**src/rtl/adder_sequencer_pkg.sv**
```systemverilog
// Shared definitions for the sliced add/subtract sequencer.
package adder_sequencer_pkg;

  localparam int unsigned SLICE_W = 4;

  typedef enum logic [1:0] {
    ST_IDLE = 2'd0,
    ST_RUN  = 2'd1,
    ST_DONE = 2'd2
  } state_e;

endpackage

```
**src/rtl/adder_slice4.sv**
```systemverilog
// Combinational 4-bit ripple-carry adder built from full adders.
module adder_slice4 (
  input  logic [3:0] a,
  input  logic [3:0] b,
  input  logic       ci,
  output logic [3:0] s,
  output logic       co
);

  logic [4:0] c;

  assign c[0] = ci;

  for (genvar i = 0; i < 4; i++) begin : g_fa
    assign s[i]   = a[i] ^ b[i] ^ c[i];
    assign c[i+1] = (a[i] & b[i]) | (a[i] & c[i]) | (b[i] & c[i]);
  end

  assign co = c[4];

endmodule

```
**src/rtl/adder_sequencer.sv**
```systemverilog
// Adds or subtracts two WIDTH-bit operands one 4-bit slice per clock through a
// single shared slice, carrying between passes in a register.
module adder_sequencer
  import adder_sequencer_pkg::*;
#(
  parameter int unsigned WIDTH = 16
) (
  input  logic             clk,
  input  logic             rst_n,
  input  logic             start,
  input  logic             sub,
  input  logic             cin,
  input  logic [WIDTH-1:0] a,
  input  logic [WIDTH-1:0] b,
  output logic             busy,
  output logic             done,
  output logic [WIDTH-1:0] sum,
  output logic             cout,
  output logic             overflow
);

  localparam int unsigned NSLICE = WIDTH / SLICE_W;
  localparam int unsigned IDX_W  = (NSLICE > 1) ? $clog2(NSLICE) : 1;
  localparam logic [IDX_W-1:0] LAST_IDX = IDX_W'(NSLICE - 1);

  state_e             state_q;
  logic [IDX_W-1:0]   idx_q;
  logic               carry_q;
  logic [WIDTH-1:0]   opa_q;
  logic [WIDTH-1:0]   opb_q;

  logic [SLICE_W-1:0] slice_a;
  logic [SLICE_W-1:0] slice_b;
  logic [SLICE_W-1:0] slice_s;
  logic               slice_co;

  assign slice_a = opa_q[idx_q*SLICE_W +: SLICE_W];
  assign slice_b = opb_q[idx_q*SLICE_W +: SLICE_W];

  adder_slice4 u_slice (
    .a  (slice_a),
    .b  (slice_b),
    .ci (carry_q),
    .s  (slice_s),
    .co (slice_co)
  );

  always_ff @(posedge clk) begin
    if (!rst_n) begin
      state_q  <= ST_IDLE;
      idx_q    <= '0;
      carry_q  <= 1'b0;
      sum      <= '0;
      cout     <= 1'b0;
      overflow <= 1'b0;
      busy     <= 1'b0;
      done     <= 1'b0;
    end else begin
      unique case (state_q)
        ST_IDLE, ST_DONE: begin
          state_q <= ST_IDLE;
          busy    <= 1'b0;
          done    <= 1'b0;
          if (start) begin
            // Subtraction is a + ~b + 1; the +1 enters as the initial carry.
            opa_q   <= a;
            opb_q   <= sub ? ~b : b;
            carry_q <= sub ? 1'b1 : cin;
            idx_q   <= '0;
            state_q <= ST_RUN;
            busy    <= 1'b1;
          end
        end
        ST_RUN: begin
          sum[idx_q*SLICE_W +: SLICE_W] <= slice_s;
          carry_q <= slice_co;
          idx_q   <= idx_q + IDX_W'(1);
          if (idx_q == LAST_IDX) begin
            cout     <= slice_co;
            overflow <= (opa_q[WIDTH-1] == opb_q[WIDTH-1]) &&
                        (slice_s[SLICE_W-1] != opa_q[WIDTH-1]);
            state_q  <= ST_DONE;
            busy     <= 1'b0;
            done     <= 1'b1;
          end
        end
        default: begin
          state_q <= ST_IDLE;
          busy    <= 1'b0;
          done    <= 1'b0;
        end
      endcase
    end
  end

endmodule

```
**config.mk**
```make
export PLATFORM = sky130hd
export DESIGN_NAME = adder_sequencer
export DESIGN_NICKNAME = d
export VERILOG_FILES = /design/src/rtl/adder_sequencer_pkg.sv /design/src/rtl/adder_slice4.sv /design/src/rtl/adder_sequencer.sv
export SDC_FILE = /design/constraint.sdc
export NUM_CORES = 1
export LEC_CHECK = 0
export CORE_MARGIN = 1.5
export CORE_UTILIZATION = 45
export CTS_CLUSTER_SIZE = 14
export DETAILED_ROUTE_END_ITERATION = 16
export PLACE_DENSITY = 0.75
export SLEW_MARGIN = 10
export SYNTH_ARGS = -nofsm -noshare
export SYNTH_HDL_FRONTEND = slang
export SYNTH_SLANG_ARGS = --single-unit
export TNS_END_PERCENT = 1
```
**constraint.sdc**
```tcl
create_clock -name clk -period 5.73 [get_ports clk]
set_input_delay 1.146 -clock clk [delete_from_list [all_inputs] [get_ports clk]]
set_output_delay 1.146 -clock clk [all_outputs]
set_load 0.1 [all_outputs]
```
* Yosys cells after proc, flatten, opt, wreduce, memory -nomap -nowiden
Cells that the tools add are included.
** Storage, ports and cells
- Flip-flop bits (word level) :: 57
- Input port bits :: 37
- Logic and storage cells :: 73
** Operators by class
- $add $sub $neg :: 2
- Equality and inequality tests :: 7
- Shifts and indexed selects :: 4
- Mux-type cells :: 13
- Bitwise logic cells :: 29
- Reductions and logical operators :: 8
** Operators with widths (count)
- $neg A4 Y34 :: 1
- $shift A4 B34 Y16 const A :: 1
- $shiftx A4 B34 Y16 :: 1
- $shiftx A16 B5 Y4 :: 2
- $bwmux W16 :: 1
- $mux W16 :: 1
- $not A16 Y16 :: 1
- $and A1 B1 Y1 :: 12
- $or A1 B1 Y1 :: 8
- $pmux W2 S2 :: 2
- $xor A1 B1 Y1 :: 8
- $reduce_and A2 Y1 :: 3
- $mux W1 :: 5
- $eq A2 B2 Y1 const B :: 2
- $mux W2 :: 2
- $ne A2 B2 Y1 const B :: 2
- $pmux W1 S2 :: 2
- $reduce_and A3 Y1 :: 1
- $add A2 B1 Y2 const B :: 1
- $eq A2 B1 Y1 const B :: 1
- $logic_not A2 Y1 :: 1
- $reduce_bool A2 Y1 :: 1
- $reduce_or A2 Y1 :: 1
- $eq A1 B1 Y1 :: 1
- other kinds (2) :: 2

* Logic depth before layout (Yosys ltp)
- Depth after elaboration :: 14
- Gate-level depth with buffers :: 11

* Modules after synthesis
Synthesis repeated with hierarchy kept, for this count alone.
** Unflattened totals
- Cells, all modules :: 180
- Area total of the unflattened synthesis :: 2432.3 sq um
** Modules (own cells, without submodules)
- adder_sequencer :: times used 1, cells each 166, area each 2314.7 sq um, sequential area each 1461.4 sq um
- adder_slice4 :: times used 1, cells each 14, area each 117.6 sq um, sequential area each 0.0 sq um

* Worst setup path before layout
No wires, ideal clock.
- Path kind :: register -> register
- Start :: register idx_q[0]
- End :: register overflow
- Library setup time :: 0.122 ns
- Data arrival time :: 2.877 ns
- Data required time :: 5.608 ns
- Path slack :: 2.732 ns
- Stages on the path, launching flop included :: 11
- Path buffers :: 1
- Clock period less this slack :: 2.998 ns
- Cells stage by stage :: dfxtp_1 buf_2 mux4_2 fa_1 inv_1 fa_1 fa_1 inv_1 fa_1 nor3b_1 o311a_1
** On the way
- Longest elaborated chain between the ends :: 13
** Ends and longest elaborated chain
- from (decl) :: RTL line adder_sequencer.sv:27 : logic [IDX_W-1:0] idx_q;
- from (signal assigned) :: RTL line adder_sequencer.sv:77 : idx_q <= idx_q + IDX_W'(1);
- $shiftx A16 B5 Y4 (on tied branches) :: RTL line adder_sequencer.sv:37, adder_sequencer.sv:38
- $and A1 B1 Y1 :: RTL line adder_slice4.sv:16 : assign c[i+1] = (a[i] & b[i]) | (a[i] & c[i]) | (b[i] & c[i]);
- $or A1 B1 Y1 (2 in series) :: RTL line adder_slice4.sv:16
- $and A1 B1 Y1 :: RTL line adder_slice4.sv:16
- $or A1 B1 Y1 (2 in series) :: RTL line adder_slice4.sv:16
- $and A1 B1 Y1 :: RTL line adder_slice4.sv:16
- $or A1 B1 Y1 (2 in series) :: RTL line adder_slice4.sv:16
- $xor A1 B1 Y1 :: RTL line adder_slice4.sv:15 : assign s[i] = a[i] ^ b[i] ^ c[i];
- $ne A1 B1 Y1 :: RTL line adder_sequencer.sv:81 : (slice_s[SLICE_W-1] != opa_q[WIDTH-1]);
- $logic_and A1 B1 Y1 :: RTL line adder_sequencer.sv:80 : overflow <= (opa_q[WIDTH-1] == opb_q[WIDTH-1]) &&
- to (signal assigned) :: RTL line adder_sequencer.sv:80
- to (decl) :: RTL line adder_sequencer.sv:19 : output logic overflow
Parallel ways exist; a longest one is shown, timed or not.
A chain may end at the register's enable or synchronous reset.

* Worst setup path after layout
- Start :: register idx_q[0]
- End :: register sum[7]
** On the way
- Longest elaborated chain between the ends :: 13
** Ends and longest elaborated chain
- $shiftx A16 B5 Y4 (on tied branches) :: RTL line adder_sequencer.sv:37, adder_sequencer.sv:38
- $and A1 B1 Y1 :: RTL line adder_slice4.sv:16
- $or A1 B1 Y1 (2 in series) :: RTL line adder_slice4.sv:16
- $and A1 B1 Y1 :: RTL line adder_slice4.sv:16
- $or A1 B1 Y1 (2 in series) :: RTL line adder_slice4.sv:16
- $and A1 B1 Y1 :: RTL line adder_slice4.sv:16
- $or A1 B1 Y1 (2 in series) :: RTL line adder_slice4.sv:16
- $xor A1 B1 Y1 :: RTL line adder_slice4.sv:15
- $shiftx A4 B34 Y16 :: RTL line adder_sequencer.sv:75 : sum[idx_q*SLICE_W +: SLICE_W] <= slice_s;
- $bwmux W16 (*) :: RTL line adder_sequencer.sv:75
- to (signal, indexed assignment) :: RTL line adder_sequencer.sv:75
- to (decl) :: RTL line adder_sequencer.sv:17 : output logic [WIDTH-1:0] sum,
Mark *: on every way between the ends. The rest lies on a longest branch, timed or not.

==> summary.txt <==
=====================================================================================
Status                                                                      completed
Number of antenna violations at the first check in global routing                   0
Cell Rows                                                                          26
Top layer reached by signal wires                                                met4
Syn Std Cell Area                                                            2500 um2
Top area cells in the synthesized netlist                                edfxtp_1 38%, dfxtp_1 20%, mux4_2 7.2%, xor2_1 5.6%, fa_1 3.2%
Ys async rst share                                                                  0
Vias per Instance                                                               5.016
Sequential cell area fraction in the yosys report                              0.5846
Hold bufs inserted after CTS                                                        0
Placeable core region                                                        5238 um2
Met2 wire length                                                              2160 um
Post-DR wirelength/cell                                                      13.98 um
Buffer depth of the longest clock path                                              2
Part of the total power dissipated in sequential elements                       0.469
Crit start category                                                              flop
Class of the tightest hold or removal check                                   reg2reg
Crit path arrival time                                                        3.54 ns
Largest fanout of any net on the critical path                                     14
Slew HR                                                                        0.3501
Count of inserted antenna diode cells                                               0
Die Wd                                                                       77.54 um
Mean post-synth cell area                                                   13.44 um2
MaxCap Viol Count                                                                   0
Final worst path period share                                                  0.5791
Yosys reg bits                                                                     57
Clock sink total                                                                   57
Count of final hold-check violations                                                0
Postcts setup bufs                                                                  0
Setup repair after global routing missed its margin                             false
Via count of the routed design                                                  1,600
Clock power frac                                                                0.398
Cell type with the highest aggregate area in the netlist                     edfxtp_1
Post-Place Cell Area                                                         3103 um2
Clk root buf                                                                 clkbuf_8
Cell count after synthesis                                                        186
Met3 WL                                                                        237 um
P per Cell Area                                                          298.8 nW/um2
Count of final max-slew check failures                                              0
Kind of capture point of the worst setup path                                    flop
Maximum vdd ir drop                                                          172.4 uV
Internal power consumption                                                   754.5 uW
Floorplan die area                                                           6012 um2
Endpoints failing setup                                                             0
DRC violation count after routing                                                   0
Clock tree from TritonCTS                                                        done
Most frequent standard cell in the layout excluding fill and tap cells   clkdlybuf4s50_1
Number of enable flip-flop cells after synthesis                                   32
Number of DRC markers after the initial detailed-route iteration                   82
Area of all sequential standard cells                                        1461 um2
Post-route ant nets                                                                 0
Largest net degree at the start of global routing                                  33
Final standard cell area without fillers                                     3313 um2
Worst setup path category                                                     reg2reg
Worst clock skew                                                          0.007089 ns
Worst-skew pair later-pin latency                                             0.32 ns
Ports placed on the boundary                                                       57
Final net count                                                                   291
Count of TritonRoute iterations in the first routing pass                           4
Warnings from Yosys                                                                 0
Clock slew seen by the registers of the worst setup and hold paths            0.06 ns
Placed wire-length estimate after detailed placement                          3227 um
Area added between synthesis and finish                                        32.53%
FMAX                                                                        301.4 MHz
Netlist cell types                                                                 34
Die height                                                                   77.54 um
H-tree level count                                                                  3
Fraction of layout cells with a size suffix above 1                            0.1124
Critical Path RT                                                              5.96 ns
Wire length of the first global-routing pass                                  7562 um
Leakage dissipation                                                          1.200 nW
Total Routed Length                                                           4461 um
Buffers added on ports                                                             56
Net switching power                                                          235.4 uW
Slew of the pin with the lowest slew margin                                 0.9719 ns
Top-area cell type share of the netlist area                                   0.3844
Global-route congestion overflow total                                              0
Count of filler cells inserted in the layout                                      437
Number of resized instances in the post-cts repair step                             0
Gp weighted congestion                                                         0.8382
Wire length on met1                                                           1991 um
Most frequent cells in the layout                                        56 x clkdlybuf4s50_1, 32 x edfxtp_1, 25 x dfxtp_1
Switching share of power                                                       0.2378
Sum of negative setup slack                                                      0 ns
GRT Total Usage                                                                0.1634
Final critical path time including I/O delays and setup                      3.318 ns
Initial core utilization                                                       0.4773
Syn Nets                                                                          233
Share of total power in combinational logic                                     0.133
Most instantiated flip-flop cell in the synthesis netlist                    edfxtp_1
Vias in the first global route                                                  1,556
CTS buffer count                                                                    9
Combined area of the multi-input logic cells                                955.9 um2
=====================================================================================
registers in the layout, summed over array words and instances, names as in the netlist:
| signal | count |
|---|---|
| opb_q | 16 |
| cout | 1 |
| opa_q | 16 |
| carry_q | 1 |
| idx_q | 2 |
| sum | 16 |
| done | 1 |
| overflow | 1 |
| busy | 1 |
| state_q | 2 |
final timing paths:
| path | start | to | slack [ns] | cells after the start |
|---|---|---|---|---|
| worst min register to register | sum[4] | sum[4] | 0.47 | 2 |
| worst max register to register | idx_q[0] | sum[7] | 2.41 | 9 |
| worst min-delay path | sum[4] | sum[4] | 0.47 | 2 |
| worst max-delay path | idx_q[0] | sum[7] | 2.41 | 9 |
routing by layer:
metal / track usage / vias to the layer above
met2: 0.2579 / 64
li1: - / 789
met5: 0 / -
met4: 0.07091 / 0
met3: 0.04118 / 8
met1: 0.2136 / 739
layout make-up:
type                    count  share of cell area
flip-flops and latches     57              0.4411
multi-input cells         111              0.2885
repair buffers             57              0.1715
clock buffers              10             0.03852
well taps                  70             0.02644
clock inverters             6             0.02492
inverters                   8            0.009063
power groups by stage:
stage	Combinational [mW]	Clock, mW	Sequential (mW)
after floorplan	0.0677	0	0.490
after global placement	0.131	0	0.472
after detailed placement	0.133	0	0.473
after CTS	0.133	0.403	0.464
after global routing	0.143	0.425	0.466
final	0.131	0.394	0.464
through the flow:
step / hold WS [ns] / power, mW / worst slack, ns / utilization / cells
floorplan: 0.6033 / 0.5573 / 2.732 / - / 186
global placement: 0.4599 / 0.6034 / 2.458 / 0.5925 / 303
detailed placement: 0.4626 / 0.6065 / 2.366 / 0.5925 / 303
CTS: 0.4732 / 1.001 / 2.368 / 0.6326 / 319
global route: 0.4943 / 1.034 / 2.161 / 0.6326 / 319
finish: 0.4699 / 0.9899 / 2.412 / 0.6326 / 319
worst max-delay path, cell delays in order (launching register included):
cell and delay, ns:
dfxtp_1 0.80, mux4_2 0.61, fa_1 0.39, inv_1 0.07, fa_1 0.18, fa_1 0.16, inv_1 0.05, fa_1 0.51
nand2_1 0.13, o32ai_1 0.33
cells by family (layout without fill, tap and decap cells):
group,after synthesis,count (layout),share of synthesized area
AND/OR/NAND/NOR,50,50,0.1056
flip-flops,57,57,0.5846
adder cells (fa/ha/maj),10,10,0.06206
XOR/XNOR,16,16,0.05605
AO/OA/AOI/OAI,24,24,0.07408
buffers and inverters,18,81,0.03303
multiplexers,11,11,0.08458
synth_stat cells (2+ instances only):
cell       n
buf_2      3
mux4_2     8
xor2_1    16
mux2i_1    2
o211a_1    2
o32ai_1    8
o22ai_1    8
o21a_1     2
nor3b_1    4
nor2b_1    4
a21oi_1    2
ha_1       6
edfxtp_1  32
nand2b_1   4
dfxtp_1   25
and2_1     5
inv_1      8
nand2_1   21
nor2_1     4
clkbuf_1   5
fa_1       4
Power figures use the tool's default switching activity.
==> patch 1 (config.mk and constraints unchanged) <==
Encoding of `state_e`: now one-hot (3 bits for 3 states).
--- a/src/rtl/adder_sequencer_pkg.sv
+++ b/src/rtl/adder_sequencer_pkg.sv
@@ -3,10 +3,10 @@
 
   localparam int unsigned SLICE_W = 4;
 
-  typedef enum logic [1:0] {
-    ST_IDLE = 2'd0,
-    ST_RUN  = 2'd1,
-    ST_DONE = 2'd2
+  typedef enum logic [2:0] {
+    ST_IDLE = 3'b001,
+    ST_RUN  = 3'b010,
+    ST_DONE = 3'b100
   } state_e;
 
 endpackage
Formal check against the unedited RTL: no difference found for any inputs over 10 cycles, from zero or initial values and one cycle with rst_n low; not proved beyond that.
==> patch 1 against the original RTL <==
- sequential cell count grew 1
- global-route usage grew 0.73 points
- sequential power barely moved
- synthesized cell count rose by 8.1%
- power down 10%
- worst setup slack worse by 0.26 ns
- non-clock buffer count stayed put
- largest cell class unchanged
- routed wire length rose by 6.3%
- final area grew 2.1%
- area after synthesis up 3.6%
- sequential share of layout area shrank 0.32 points
==> patch 1: results (changes against the original RTL) <==
[drt]
wl_met1_um=2020  ; +1.3%
route.met2.wl_um=2420  ; +12%
met3_length_um=238  ; +0.42%
vias=1709  ; +6.8%

[yosys]
syn_nets=248  ; +6.4%
synth_seq_area_share=0.572  ; -0.0123
yosys.cell_types.count=30  ; -12%
synthTopCellsByArea=edfxtp_1, dfxtp_1, mux4_2

[placement]
hpwl_um=3410  ; +5.6%

[cells_and_area]
drive_above_1_share=0.106  ; -0.00679
nNetsFinal=307  ; +5.5%

[critical_path]
reg2regPathDepth=10  ; +1
rrSetupSlack_ns=2.16  ; -0.26 ns
crit_fanout=18  ; +4

[grt]
grt_usage=0.171  ; +0.00731
met1_usage=0.204  ; -0.00999
grt_util_met3=0.0667  ; +0.0255
met2_usage=0.283  ; +0.0249

[power]
internal-power_uw=683  ; -9.5%
finalPower_uw=889  ; -10%
comb_power_share=0.106  ; -0.027
leakage_uw=0.00115  ; -3.8%

[sta]
slew-limit-headroom=0.356  ; +0.00565
holdWs_ns=0.449  ; -0.0208 ns

[status]
status=complete, no violations

patch 1: cell types whose count changed after synthesis, moves of 4 or more:
cell	delta
a21oi_1	+20
o22ai_1	-8
o32ai_1	-8
nand4_1	+7
or3b_1	+7
and2_1	-5
nand4bb_1	+4
nor2b_1	-4
nor3b_1	-4
nor3b_2	+4
patch 1: final cells by class:
type                            instances  area share
Tap cell                               72      0.0266
Inverter                               11      0.0122
Multi-Input combinational cell        123       0.304
Timing Repair Buffer                   57       0.168
Clock inverter                          3     0.00444
Sequential cell                        58       0.438
Clock buffer                           13      0.0470
patch 1: logic make-up (layout without fill, tap and decap cells):
family,count (synthesis),after routing,synth area share
AOI/OAI and AO/OA,31,31,0.0681
buffers and inverters,20,84,0.0324
DFF,58,58,0.572
and+or+nand+nor,57,57,0.140
muxes,8,8,0.0696
adders and majority gates,10,10,0.0599
xor gates and xnor gates,17,17,0.0575
==> patch 2 (same flow settings) <==
Made on the original files. Change the parameter `WIDTH` from 16 to 8.
--- a/src/rtl/adder_sequencer.sv
+++ b/src/rtl/adder_sequencer.sv
@@ -3,7 +3,7 @@
 module adder_sequencer
   import adder_sequencer_pkg::*;
 #(
-  parameter int unsigned WIDTH = 16
+  parameter int unsigned WIDTH = 8
 ) (
   input  logic             clk,
   input  logic             rst_n,
Ports: changed (resized a, b and sum); port bits go from 57 to 33. The function was not compared with the original's and may differ.
==> patch 2 against the original RTL <==
- final area down 48%
- area after synthesis shrank 47%
- power fell by 50%
- sequential power is 45% lower
- combinational power decreased by 13%
- routed wire length is 51% lower
- worst setup slack improved by 0.24 ns
- sequential cell count fell by 26
==> patch 2: results (changes against the original RTL) <==
[yosys]
synth-async-reset-ratio=0  ; unchanged
ys.flop_type=edfxtp_1
synthTopCellsByArea=edfxtp_1, dfxtp_1, fa_1
ys_warn_count=0  ; unchanged
yosys.cell_types.count=27  ; -21%
synth_cells=99  ; -47%
yosys-top-cells-count=edfxtp_1, dfxtp_1, nand2_1, xor2_1, mux2i_1
synth_seq_area_share=0.586  ; +0.00133
syn_nets=124  ; -47%
synth_edf_count=16  ; -50%

[cells_and_area]
drive_above_1_share=0.0889  ; -0.0236
reg.largest.list=opa_q x8, opb_q x8, sum x8
diodes=0  ; unchanged
fill_cells=231  ; -47%

[clock_tree]
cts_buffers=5  ; -4
ctsHoldBuffers=0  ; unchanged
cts.repair.resized=0  ; unchanged
cts_buffer_depth=2  ; unchanged
clk_latency_ns=0.33
cts.htree.levels=2  ; -1
cts_setup_buffers=0  ; unchanged
root_buffer=clkbuf_4
clkTransAtPathRegs_ns=0.09  ; +0.03 ns

[placement]
placed_cells=158  ; -48%
dpl_worst_slack_ns=2.74  ; +0.369 ns
gp_routability_congestion=0.669  ; -20%
hpwl_um=1660  ; -49%
port_buffers=32  ; -43%
dpl-instance-area_sq_um=1660  ; -46%

[drt]
viasPerCell=5.19  ; +3.4%
dr.pass1.iters=4  ; unchanged
wire_per_inst_um=13.2  ; -5.4%
vias=861  ; -46%
drt_iter0_markers=16  ; -80%

[grt]
grt_usage=0.160  ; -0.00314
grt_pass1_vias=837  ; -46%
grt_max_degree=17  ; -48%
grt_antenna_before_repair=0  ; unchanged
grt_first_pass_wirelength_um=3820  ; -50%

[sta]
tightestPinTransition_ns=0.989  ; +0.0167 ns
hold_viol_final=0  ; unchanged
skew_ns=0.00837  ; +0.00128 ns

[critical_path]
arrival_ns=1.93  ; -1.61 ns
cpLargestDelayFamily=buffers and inverters
max_stage_delay_ns=1.17  ; +0.37 ns
cpMaxStageDelayCell=clkdlybuf4s50_1
crit_fanout=7  ; -7

[power]
leakage_uw=0.000656  ; -45%
vdd_ir_drop_max_mv=0.196  ; +14%

[hold_path]
hold_path.class=reg2reg

[status]
status=complete, no violations

==> patch 2: metal layers <==
layer,GRT usage,vias to the layer above,routed length (um)
li1,-,422,-
met1,0.183,402,921
met2,0.261,30,1090
met3,0.0476,7,114
met4,0.0997,0,70
met5,0,-,0
==> patch 2: logic make-up after synthesis <==
| logic type | Yosys count | synth area share |
|---|---|---|
| adders and majority gates | 4 | 0.0601 |
| muxes | 11 | 0.0864 |
| DFF | 31 | 0.586 |
| AOI/OAI and AO/OA | 14 | 0.0789 |
| xor gates and xnor gates | 8 | 0.0526 |
| and+or+nand+nor | 25 | 0.110 |
| buffers and inverters | 6 | 0.0263 |
==> patch 2: worst min-delay path, cell delays in order (launching register included) <==
cell and delay [ns]:
dfxtp_1 0.32, nor2_1 0.08, nor3b_1 0.05
==> patch 2: where the power goes <==
group          internal, uW  switching (uW)  total, uW
sequential              247            8.51        256
combinational          44.5            69.2        114
clock                  59.4            70.7        130
total                   351             148        500
==> patch 2: worst paths after layout <==
path | endpoint | cells past startpoint | start | slack, ns
setup / recovery | busy | 1 | busy$_SDFFE_PN0N_ | 2.65
hold / removal | done$_SDFFE_PN0P_ | 2 | done$_SDFFE_PN0P_ | 0.49
setup reg to reg | overflow$_SDFFE_PN0P_ | 9 | idx_q$_SDFFE_PN0P_ | 2.84
hold reg to reg | done$_SDFFE_PN0P_ | 2 | done$_SDFFE_PN0P_ | 0.49
==> patch 2: cell type report <==
type | count | area, sq um | area share
Tap cell | 31 | 38.8 | 0.0225
Clock inverter | 1 | 5.00 | 0.00290
Sequential cell | 31 | 781 | 0.453
Inverter | 2 | 7.51 | 0.00435
Multi-Input combinational cell | 62 | 517 | 0.300
Timing Repair Buffer | 32 | 320 | 0.186
Clock buffer | 7 | 55.1 | 0.0319
